--- config.mk ---
export PLATFORM = sky130hd
export DESIGN_NAME = elevator_call_scheduler
export DESIGN_NICKNAME = d
export VERILOG_FILES = /design/src/rtl/elevator_call_scheduler.sv
export SDC_FILE = /design/constraint.sdc
export NUM_CORES = 1
export LEC_CHECK = 0
export ABC_CLOCK_PERIOD_IN_PS = 5200
export CAP_MARGIN = 20
export CORE_AREA = 2 2 78 43
export DETAILED_ROUTE_END_ITERATION = 10
export DIE_AREA = 0 0 80 45
export PLACE_DENSITY = 0.82
export SYNTH_ARGS = -nofsm -noshare
export SYNTH_HDL_FRONTEND = slang
export SYNTH_SLANG_ARGS = --single-unit
--- constraint.sdc ---
create_clock -name clk -period 5.2 [get_ports clk]
set_clock_uncertainty 0.15 [all_clocks]
set_input_delay 1.04 -clock clk [delete_from_list [all_inputs] [get_ports clk]]
set_output_delay 1.04 -clock clk [all_outputs]
set_load 0.05 [all_outputs]
--- src/rtl/elevator_call_scheduler.sv ---
// -----------------------------------------------------------------------------
// elevator_call_scheduler
//
// Sequencing controller for a small elevator car. Cab and hall calls are
// latched into a pending mask. The next stop is chosen with a SCAN policy:
// the car keeps going in its current direction while calls remain ahead of
// it, and reverses only when nothing is left that way. Counters pace
// floor-to-floor travel and door dwell. An emergency key parks the car with
// the door open and discards all outstanding calls.
//
// Optional feature (compile-time macro ELEVATOR_DOOR_HOLD_EN):
//   Adds input door_hold. While it is high in DOOR, the dwell counter is held
//   at zero, so the door stays open. A full dwell follows the release.
//
// Parameters:
//   NUM_FLOORS     number of floors (2..16)
//   TRAVEL_CYCLES  clock cycles per one-floor move (>= 1)
//   DOOR_CYCLES    clock cycles the door stays open per stop (>= 1)
//
// Ports:
//   clk        in   system clock, rising edge
//   rst_n      in   asynchronous active-low reset (re-homes the car to floor 0)
//   door_hold  in   keep door open while high (only with ELEVATOR_DOOR_HOLD_EN)
//   cab_req    in   in-car floor buttons, one bit per floor
//   hall_up    in   hall UP buttons, one bit per floor
//   hall_dn    in   hall DOWN buttons, one bit per floor
//   emer       in   emergency key, level
//   cur_floor  out  floor the car is at, or the last floor it passed
//   pending    out  latched outstanding calls
//   moving_up  out  car travelling up
//   moving_dn  out  car travelling down
//   door_open  out  door open / door LED
//   emergency  out  high while parked in the emergency state
// -----------------------------------------------------------------------------
module elevator_call_scheduler #(
  parameter int NUM_FLOORS    = 4,
  parameter int TRAVEL_CYCLES = 8,
  parameter int DOOR_CYCLES   = 4,
  localparam int FW           = $clog2(NUM_FLOORS)
) (
  input  logic                  clk,
  input  logic                  rst_n,
`ifdef ELEVATOR_DOOR_HOLD_EN
  input  logic                  door_hold,
`endif
  input  logic [NUM_FLOORS-1:0] cab_req,
  input  logic [NUM_FLOORS-1:0] hall_up,
  input  logic [NUM_FLOORS-1:0] hall_dn,
  input  logic                  emer,
  output logic [FW-1:0]         cur_floor,
  output logic [NUM_FLOORS-1:0] pending,
  output logic                  moving_up,
  output logic                  moving_dn,
  output logic                  door_open,
  output logic                  emergency
);

  localparam int TW = $clog2(TRAVEL_CYCLES + 1);
  localparam int DW = $clog2(DOOR_CYCLES + 1);

  typedef enum logic [1:0] {
    S_IDLE,
    S_MOVE,
    S_DOOR,
    S_EMER
  } state_t;

  typedef enum logic {
    DIR_UP = 1'b0,
    DIR_DN = 1'b1
  } dir_t;

  // Registered state
  state_t                r_state;
  dir_t                  r_dir;
  logic [FW-1:0]         r_cur_floor;
  logic [NUM_FLOORS-1:0] r_pending;
  logic [TW-1:0]         r_trav_cnt;
  logic [DW-1:0]         r_door_cnt;
  logic                  r_emer_lat;   // emergency seen mid-segment
  logic                  r_moving_up;
  logic                  r_moving_dn;
  logic                  r_door_open;
  logic                  r_emergency;

  // Next-state and helper signals
  state_t                w_state_nxt;
  dir_t                  w_dir_nxt;
  logic [FW-1:0]         w_floor_nxt;
  logic [TW-1:0]         w_trav_nxt;
  logic [DW-1:0]         w_door_nxt;
  logic                  w_emer_lat_nxt;
  logic [NUM_FLOORS-1:0] w_clr;
  logic [NUM_FLOORS-1:0] w_req;
  logic [NUM_FLOORS-1:0] w_pending_nxt;
  logic                  w_above;
  logic                  w_below;
  logic                  w_further;    // call beyond the arrival floor, in dir
  logic                  w_call_in_dir;
  logic                  w_can_step;
  logic [FW-1:0]         w_arr_floor;
  logic                  w_hold;

  function automatic logic [NUM_FLOORS-1:0] f_onehot(input logic [FW-1:0] idx);
    f_onehot      = '0;
    f_onehot[idx] = 1'b1;
  endfunction

`ifdef ELEVATOR_DOOR_HOLD_EN
  assign w_hold = door_hold;
`else
  assign w_hold = 1'b0;
`endif

  // An end floor is never stepped past, even with an inconsistent mask.
  assign w_can_step  = (r_dir == DIR_UP) ? (r_cur_floor != FW'(NUM_FLOORS - 1))
                                         : (r_cur_floor != '0);
  assign w_arr_floor = !w_can_step       ? r_cur_floor :
                       (r_dir == DIR_UP) ? r_cur_floor + FW'(1)
                                         : r_cur_floor - FW'(1);

  // Where the outstanding calls lie relative to the car.
  always_comb begin
    w_above   = 1'b0;
    w_below   = 1'b0;
    w_further = 1'b0;
    for (int i = 0; i < NUM_FLOORS; i++) begin
      if (i > int'(r_cur_floor)) w_above = w_above | r_pending[i];
      if (i < int'(r_cur_floor)) w_below = w_below | r_pending[i];
      if ((r_dir == DIR_UP && i > int'(w_arr_floor)) ||
          (r_dir == DIR_DN && i < int'(w_arr_floor)))
        w_further = w_further | r_pending[i];
    end
  end

  assign w_call_in_dir = (r_dir == DIR_UP) ? w_above : w_below;

  // Sequencing decisions.
  // NOTE: every signal gets a default before the case statement, so no path
  // leaves one unassigned and no latch is inferred.
  always_comb begin
    w_state_nxt    = r_state;
    w_dir_nxt      = r_dir;
    w_floor_nxt    = r_cur_floor;
    w_trav_nxt     = r_trav_cnt;
    w_door_nxt     = r_door_cnt;
    w_emer_lat_nxt = r_emer_lat;
    w_clr          = '0;

    unique case (r_state)
      S_IDLE: begin
        w_trav_nxt = '0;
        w_door_nxt = '0;
        if (emer) begin
          w_state_nxt = S_EMER;
        end else if (r_pending[r_cur_floor]) begin
          w_state_nxt = S_DOOR;
          w_clr       = f_onehot(r_cur_floor);
        end else if (w_call_in_dir) begin
          w_state_nxt = S_MOVE;
        end else if (w_above || w_below) begin
          w_dir_nxt   = (r_dir == DIR_UP) ? DIR_DN : DIR_UP;
          w_state_nxt = S_MOVE;
        end
      end

      S_MOVE: begin
        // The car never stops between floors; a key press is remembered
        // until the segment completes.
        if (emer) w_emer_lat_nxt = 1'b1;
        if (r_trav_cnt == TW'(TRAVEL_CYCLES - 1)) begin
          w_trav_nxt  = '0;
          w_floor_nxt = w_arr_floor;
          if (r_emer_lat || emer) begin
            w_state_nxt    = S_EMER;
            w_emer_lat_nxt = 1'b0;
          end else if (r_pending[w_arr_floor]) begin
            w_state_nxt = S_DOOR;
            w_clr       = f_onehot(w_arr_floor);
          end else if (!w_further) begin
            w_state_nxt = S_DOOR;   // safe stop: nothing left ahead
          end
        end else begin
          w_trav_nxt = r_trav_cnt + TW'(1);
        end
      end

      S_DOOR: begin
        if (emer) begin
          w_state_nxt = S_EMER;
          w_door_nxt  = '0;
        end else if (w_hold) begin
          w_door_nxt = '0;
        end else if (r_door_cnt == DW'(DOOR_CYCLES - 1)) begin
          w_state_nxt = S_IDLE;
          w_door_nxt  = '0;
        end else begin
          w_door_nxt = r_door_cnt + DW'(1);
        end
      end

      S_EMER: begin
        w_trav_nxt = '0;
        w_door_nxt = '0;
        if (!emer) w_state_nxt = S_DOOR;
      end

      default: w_state_nxt = S_IDLE;
    endcase
  end

  // Call capture: nothing is accepted in EMER, and a call for the floor whose
  // door is open is already being served. A clear on the same edge wins.
  always_comb begin
    w_req = cab_req | hall_up | hall_dn;
    if (r_state == S_DOOR) w_req = w_req & ~f_onehot(r_cur_floor);
    if (r_state == S_EMER) w_req = '0;
    w_pending_nxt = (w_state_nxt == S_EMER) ? '0 : ((r_pending | w_req) & ~w_clr);
  end

  // Single state register; outputs are registered from the next state so they
  // reflect a transition in the cycle after it.
  // NOTE: sequential state uses non-blocking assignments so every register
  // samples the pre-edge values, independent of statement order.
  always_ff @(posedge clk or negedge rst_n) begin
    if (!rst_n) begin
      r_state     <= S_IDLE;
      r_dir       <= DIR_UP;
      r_cur_floor <= '0;
      r_pending   <= '0;
      r_trav_cnt  <= '0;
      r_door_cnt  <= '0;
      r_emer_lat  <= 1'b0;
      r_moving_up <= 1'b0;
      r_moving_dn <= 1'b0;
      r_door_open <= 1'b0;
      r_emergency <= 1'b0;
    end else begin
      r_state     <= w_state_nxt;
      r_dir       <= w_dir_nxt;
      r_cur_floor <= w_floor_nxt;
      r_pending   <= w_pending_nxt;
      r_trav_cnt  <= w_trav_nxt;
      r_door_cnt  <= w_door_nxt;
      r_emer_lat  <= w_emer_lat_nxt;
      r_moving_up <= (w_state_nxt == S_MOVE) && (w_dir_nxt == DIR_UP);
      r_moving_dn <= (w_state_nxt == S_MOVE) && (w_dir_nxt == DIR_DN);
      r_door_open <= (w_state_nxt == S_DOOR) || (w_state_nxt == S_EMER);
      r_emergency <= (w_state_nxt == S_EMER);
    end
  end

  assign cur_floor = r_cur_floor;
  assign pending   = r_pending;
  assign moving_up = r_moving_up;
  assign moving_dn = r_moving_dn;
  assign door_open = r_door_open;
  assign emergency = r_emergency;

endmodule

==> reports/results.tsv, run 1 <==
stage	metric	value	unit
clock_network	clk_latency	270	ps
placed_design	gp_congestion	0.920	
placed_design	dpl_cell_area	1880	um^2
floorplanning	core_area	2870	um^2
clock_network	cts_hold_buf	0	
worst_setup_path	cp.required	5220	ps
worst_setup_path	cp-end-kind	flop	
synthesis	syn_nets	200	
timing	worst_slack	1560	ps
clock_network	htreeDepth	1	
cells_and_area	multi_input_area	1030	um^2
cells_and_area	final_area	1930	um^2
floorplanning	die_h	45	um
timing	slew_headroom	36.3	%
synthesis	ys_warn_count	0	
cells_and_area	stdcell_count	234	
synthesis	synth_top_flop_cell	dfrtp_1	
timing	period_share	70.0	%
timing	finalHoldViolCount	0	
worst_setup_path	crit_path_max_fanout	12	
global_routing	grt-ovfl-total	0	
floorplanning	io_pins	25	
drt	drc_errors	0	
timing	rsz0062_at_grt	false	
synthesis	synthArstFlopShare	100	%
clock_network	clockRootBuffer	clkbuf_8	
clock_network	cts_buffers	3	
worst_setup_path	rr_worst_depth	8	
floorplanning	rows	14	
timing	setup_viol	0	
placed_design	dpl.hpwl	3160	um
cells_and_area	nNetsFinal	224	
clock_network	cts.sinks	21	
worst_setup_path	slowest_delay	630	ps
worst_setup_path	critPathLaunchType	flop	
synthesis	synth-edff-count	0	
drt	vias	1503	
clock_network	clk_pin_slew	80	ps
drt	post_drt_wl_per_cell	17.7	um
timing	min_period	3640	ps
synthesis	netlist_area	1610	um^2
drt	via_per_inst	6.42	
placed_design	port_buffers	24	
global_routing	grt_max_degree	22	
cells_and_area	syn_to_final_growth	19.6	%
drt	routed_wl	4140	um
global_routing	grt_pass1_wl	6840	um
floorplanning	die_x	80	um
drt	drt_first_iter_violations	141	
worst_setup_path	regToRegEndpoint	pending[3]	
worst_setup_path	crit_type	reg -> reg	
worst_setup_path	cp_slowest_cell	dfrtp_1	
worst_setup_path	reg2reg_from	cur_floor[0]	
timing	worstMarginPinSlew	952	ps
cells_and_area	diodes	0	
min_path	min_from	r_door_cnt[1]	
clock_network	cts_resized	0	
worst_setup_path	crit_arrival	3660	ps
timing	fmax	275	MHz
worst_setup_path	path_buf_inv	1	
drt	first_pass_iters	5	
floorplanning	start_util	56.1	%
clock_network	cts.repair_timing.setup_buffer_count	0	
cells_and_area	drive_gt1_share	9.28	%
synthesis	syn_avg_cell_area	9.42	um^2
placed_design	pre_cts_slack	1650	ps
run_status	status	complete, no violations	
synthesis	synth_cell_type_count	47	
timing	setup_tns	0	ps
global_routing	grt_usage	25.9	%
cells_and_area	nFillCells	227	
cells_and_area	post-route-util	67.1	%
floorplanning	die_area	3600	um^2
drt	ant_nets	0	
synthesis	syn_inst	171	
min_path	hold_path_class	reg -> reg	
worst_setup_path	regToRegSetupSlack	1560	ps
global_routing	grt_antenna_before_repair	0	
clock_network	cts_tree	yes	
synthesis	synth_seq_area_share	32.6	%
worst_setup_path	path_delay_family	compound AO/OA/AOI/OAI gates	
min_path	holdPathStages	2	
cells_and_area	regArea	526	um^2
worst_setup_path	crit_chain	inv_1 -> ha_1 -> nor2b_2 -> a21oi_1 -> mux2_2 -> mux4_2 -> o31a_4 -> a221oi_2	
clock_network	cts.path.max_buffers	2	
timing	drv_slew	0	
power	peakVddDrop	0.000330	V
global_routing	grt_pass1_vias	1358	
synthesis	ys_seq_elements	21	
power	p_per_area	705	nW/um^2
power	p_leak	0.792	nW
min_path	hold_end	r_door_cnt[1]	
run	max_cap_violations	0	
placed_design	post-place-cells	230	
-- metrics by stage --
stage | power (mW) | hold slack [ps]
4_1_cts | 1.34 | 344
6_report | 1.36 | 346
3_3_place_gp | 1.19 | 311
3_5_place_dp | 1.22 | 333
5_1_grt | 1.45 | 377
2_1_floorplan | 0.992 | 297
-- worst max path at each step --
stage                     depth (start not counted)  slack, ps         start    endpoint
after floorplan                                   9       1520  cur_floor[0]  pending[3]
after global placement                            8       1800  cur_floor[0]  pending[3]
after detailed placement                          8       1650  cur_floor[0]  pending[3]
after CTS                                         8       1600  cur_floor[0]  pending[3]
after global routing                              8       1410  cur_floor[0]  pending[3]
final                                             8       1560  cur_floor[0]  pending[3]
-- cells in the mapped netlist (3+ instances only) --
master / number / area (um^2)
dfrtp_1: 21 / 526
ha_1: 14 / 175
o21ai_0: 14 / 70.1
nand2_1: 13 / 48.8
a21oi_1: 11 / 55.1
inv_1: 9 / 33.8
nor3_1: 9 / 45.0
nor2_1: 7 / 26.3
nand2b_1: 5 / 31.3
nor3b_1: 5 / 37.5
clkbuf_1: 4 / 15.0
a21o_1: 3 / 22.5
a221oi_2: 3 / 45.0
and2_1: 3 / 18.8
mux2_2: 3 / 33.8
nand3_1: 3 / 15.0
o31ai_1: 3 / 22.5
xnor2_1: 3 / 26.3
-- flip-flops by register name, indices dropped and copies added (netlist names) --
name and cells:
pending 4, r_trav_cnt 4, r_door_cnt 3, cur_floor 2
r_state 2, door_open 1, emergency 1, moving_dn 1
moving_up 1, r_dir 1, r_emer_lat 1
-- layout by cell type (no fill, tap or decap), drive strengths merged, types with 2 or more instances in the layout --
master	count
nand3	3
and2	3
clkbuf	3
nand2b	5
o31a	3
dfrtp	21
a21o	3
nand2	13
and3b	2
nor2	7
clkdlybuf4s50	24
a21oi	11
o31ai	4
ha	14
nor3	9
o211ai	2
xnor2	3
mux2i	2
inv	10
a221oi	3
o21ai	14
nand4	2
nor3b	5
mux2	5
mux4	2
nor2b	3
a31oi	2
-- routing by layer --
| layer | vias to the layer above | global-route usage (%) | wire length, um |
|---|---|---|---|
| met3 | 10 | 8.40 | 508 |
| met1 | 708 | 36.5 | 1830 |
| met5 | - | 0 | 0 |
| met2 | 105 | 39.0 | 1740 |
| li1 | 680 | - | - |
| met4 | 0 | 6.78 | 68 |
-- logic make-up after synthesis --
family | count (synthesis) | share of synthesized area [%]
XOR/XNOR | 4 | 2.17
AO/OA/AOI/OAI | 54 | 25.0
adder cells (fa/ha/maj) | 14 | 10.9
flip-flops | 21 | 32.6
AND/OR/NAND/NOR | 54 | 18.2
multiplexers | 9 | 7.53
buffers and inverters | 15 | 3.57
-- report_power, final --
| group | switching [mW] | leakage [nW] | internal [mW] |
|---|---|---|---|
| combinational | 0.542 | 0.501 | 0.369 |
| clock | 0.0568 | 0.0255 | 0.0536 |
| sequential | 0.112 | 0.265 | 0.226 |
-- area by class of cell --
cell class                 count  share of cell area [%]
inverter                      10                    1.95
multi-input combinational    135                    53.3
clock buffer                   3                    2.14
timing repair buffer          24                    12.5
clock inverter                 1                   0.260
sequential                    21                    27.3
tap                           40                    2.60
-- worst register-to-register path: cells and delay by family, from the launching register on --
kind                       cells  cell delay [ps]
muxes                          2              940
AOI/OAI and AO/OA              3             1170
DFF                            1              630
and+or+nand+nor                1              160
buffers and inverters          1              160
adders and majority gates      1              330
Power figures use the tool's default switching activity.
==> inputs of run 2 (changes only) <==
==> config.mk (replaced) <==
export PLATFORM = sky130hd
export DESIGN_NAME = elevator_call_scheduler
export DESIGN_NICKNAME = d
export VERILOG_FILES = /design/src/rtl/elevator_call_scheduler.sv
export SDC_FILE = /design/constraint.sdc
export NUM_CORES = 1
export LEC_CHECK = 0
export ABC_CLOCK_PERIOD_IN_PS = 3450
export CAP_MARGIN = 20
export CORE_AREA = 2 2 81 44
export DETAILED_ROUTE_END_ITERATION = 10
export DIE_AREA = 0 0 83 46
export PLACE_DENSITY = 0.78
export SYNTH_ARGS = -nofsm -noshare
export SYNTH_HDL_FRONTEND = slang
export SYNTH_SLANG_ARGS = --single-unit
==> constraint.sdc (replaced) <==
create_clock -name clk -period 3.45 [get_ports clk]
set_clock_uncertainty 0.15 [all_clocks]
set_input_delay 0.69 -clock clk [delete_from_list [all_inputs] [get_ports clk]]
set_output_delay 0.69 -clock clk [all_outputs]
set_load 0.05 [all_outputs]
==> reports/results.tsv, run 2 (synthesized netlist as in run 1, its figures left out) <==
stage	metric	value	unit	change
cells_and_area	final_common_cell	clkdlybuf4s50_1		
timing	setup_tns	0	ps	unchanged
clock_network	cts.sinks	21		unchanged
placed_design	dpl.hpwl	3350	um	+5.9%
clock_network	cts_hold_buf	0		unchanged
global_routing	grt_pass1_wl	7090	um	+3.7%
drt	vias	1544		+2.7%
floorplanning	start_util	50.2	%	-5.9 points
cells_and_area	diodes	0		unchanged
global_routing	grt_pass1_vias	1452		+6.9%
cells_and_area	multi_input_area	1030	um^2	+0.24%
global_routing	grt-ovfl-total	0		unchanged
power	peakVddDrop	0.000485	V	+47%
floorplanning	io_pins	25		unchanged
global_routing	grt_usage	24.3	%	-1.6 points
floorplanning	core_area	3210	um^2	+12%
timing	worstMarginPinSlew	922	ps	-30.0 ps
timing	finalHoldViolCount	0		unchanged
clock_network	cts_resized	0		unchanged
drt	routed_wl	4390	um	+5.9%
cells_and_area	nFillCells	260		+15%
timing	setup_viol	0		unchanged
cells_and_area	post-route-util	61.0	%	-6.1 points
cells_and_area	regArea	527	um^2	+0.24%
worst_setup_path	critPathLaunchType	flop		
floorplanning	die_h	46	um	+2.2%
drt	first_pass_iters	6		+1
cells_and_area	nNetsFinal	227		+1.3%
global_routing	grt_max_degree	22		unchanged
power	power.total	2.10	mW	+54%
clock_network	clockRootBuffer	clkbuf_8		
clock_network	htreeDepth	1		unchanged
floorplanning	die_x	83	um	+3.8%
timing	min_period	3250	ps	-390 ps
worst_setup_path	cp-end-kind	flop		
timing	fmax	308	MHz	+12%
worst_setup_path	cp.required	3470	ps	-1750 ps
placed_design	port_buffers	24		unchanged
power	p_per_area	1070	nW/um^2	+52%
drt	via_per_inst	6.46		+0.58%
run_status	status	complete, no violations		
cells_and_area	mostFrequentLayoutCells	clkdlybuf4s50_1 (24), dfrtp_1 (20), o21ai_0 (14), ha_1 (14), nand2_1 (13)		
cells_and_area	syn_to_final_growth	21.4	%	
drt	ant_nets	0		unchanged
drt	post_drt_wl_per_cell	18.4	um	+3.7%
clock_network	cts_tree	yes		
floorplanning	die_area	3820	um^2	+6.1%
clock_network	cts.repair_timing.setup_buffer_count	0		unchanged
worst_setup_path	crit_arrival	3270	ps	-390 ps
run	max_cap_violations	0		unchanged
timing	rsz0062_at_grt	false		
drt	drt_first_iter_violations	124		-12%
global_routing	grt_antenna_before_repair	0		unchanged
placed_design	gp_congestion	0.947		+3.0%
clock_network	cts.path.max_buffers	2		unchanged
worst_setup_path	crit_type	reg -> reg		
cells_and_area	drive_gt1_share	11.7	%	+2.4 points
clock_network	clk_latency	260	ps	about the same
clock_network	cts_buffers	3		unchanged
timing	drv_slew	0		unchanged
timing	period_share	94.2	%	+24 points
power	p_leak	0.805	nW	+1.6%
clock_network	clk_pin_slew	80	ps	about the same
floorplanning	rows	15		+1
worst_setup_path	crit_path_max_fanout	8		-4
timing	slew_headroom	38.4	%	+2.0 points
timing	whs	330	ps	-15.5 ps
min_path	hold_path_class	reg -> reg		
drt	drc_errors	0		unchanged
-- run 2: cell types whose count changed in the layout (fill, tap and decap cells not counted) --
cell | before | now
buf_4 | 0 | 3
dfrtp_1 | 21 | 20
dfrtp_2 | 0 | 1
nor2_1 | 7 | 6
nor2_2 | 0 | 1
-- run 2: through the flow --
stage	area (um^2)	std cells	setup slack (ps)
finish	1960	239	201
global placement	1910	235	351
detailed placement	1910	235	218
global route	1960	239	44.1
CTS	1950	239	186
floorplan	1610	171	14.9
-- run 2: routing by layer --
layer | wire length [um] | track usage [%]
met1 | 1930 | 33.9
met2 | 1900 | 37.1
met3 | 454 | 7.97
met4 | 107 | 5.57
met5 | 0 | 0
-- run 2: cell type report --
class	count	share of cell area (%)
multi-input cells	135	52.7
flip-flops and latches	21	26.9
repair buffers	27	13.4
well taps	42	2.69
clock buffers	3	2.11
inverters	10	1.92
clock inverters	1	0.256
-- run 2: worst paths after layout --
kind                                    start       endpoint  depth (start not counted)  slack, ps
worst max-delay path             cur_floor[0]     pending[0]                          8        200
worst min-delay path            r_door_cnt[2]  r_door_cnt[2]                          1        330
worst max register to register   cur_floor[0]     pending[0]                          8        200
worst min register to register  r_door_cnt[2]  r_door_cnt[2]                          1        330
max in group asynchronous               rst_n   cur_floor[0]                          1       1740
min in group asynchronous               rst_n  r_door_cnt[1]                          1        790
-- run 2: worst max-delay path, cell delays in order, from the launching register on --
cell and delay (ps):
dfrtp_2 410, inv_1 100, ha_1 250, nor2b_2 160, a21oi_1 430, mux2_2 400, mux4_2 540, o31a_4 430
a221oi_2 280
-- run 2: power breakdown --
part           internal (mW)  leakage, nW  switching, mW
Combinational          0.578        0.516          0.867
Clock                 0.0805       0.0255         0.0802
Sequential             0.343        0.264          0.148
Total                   1.00        0.805           1.10
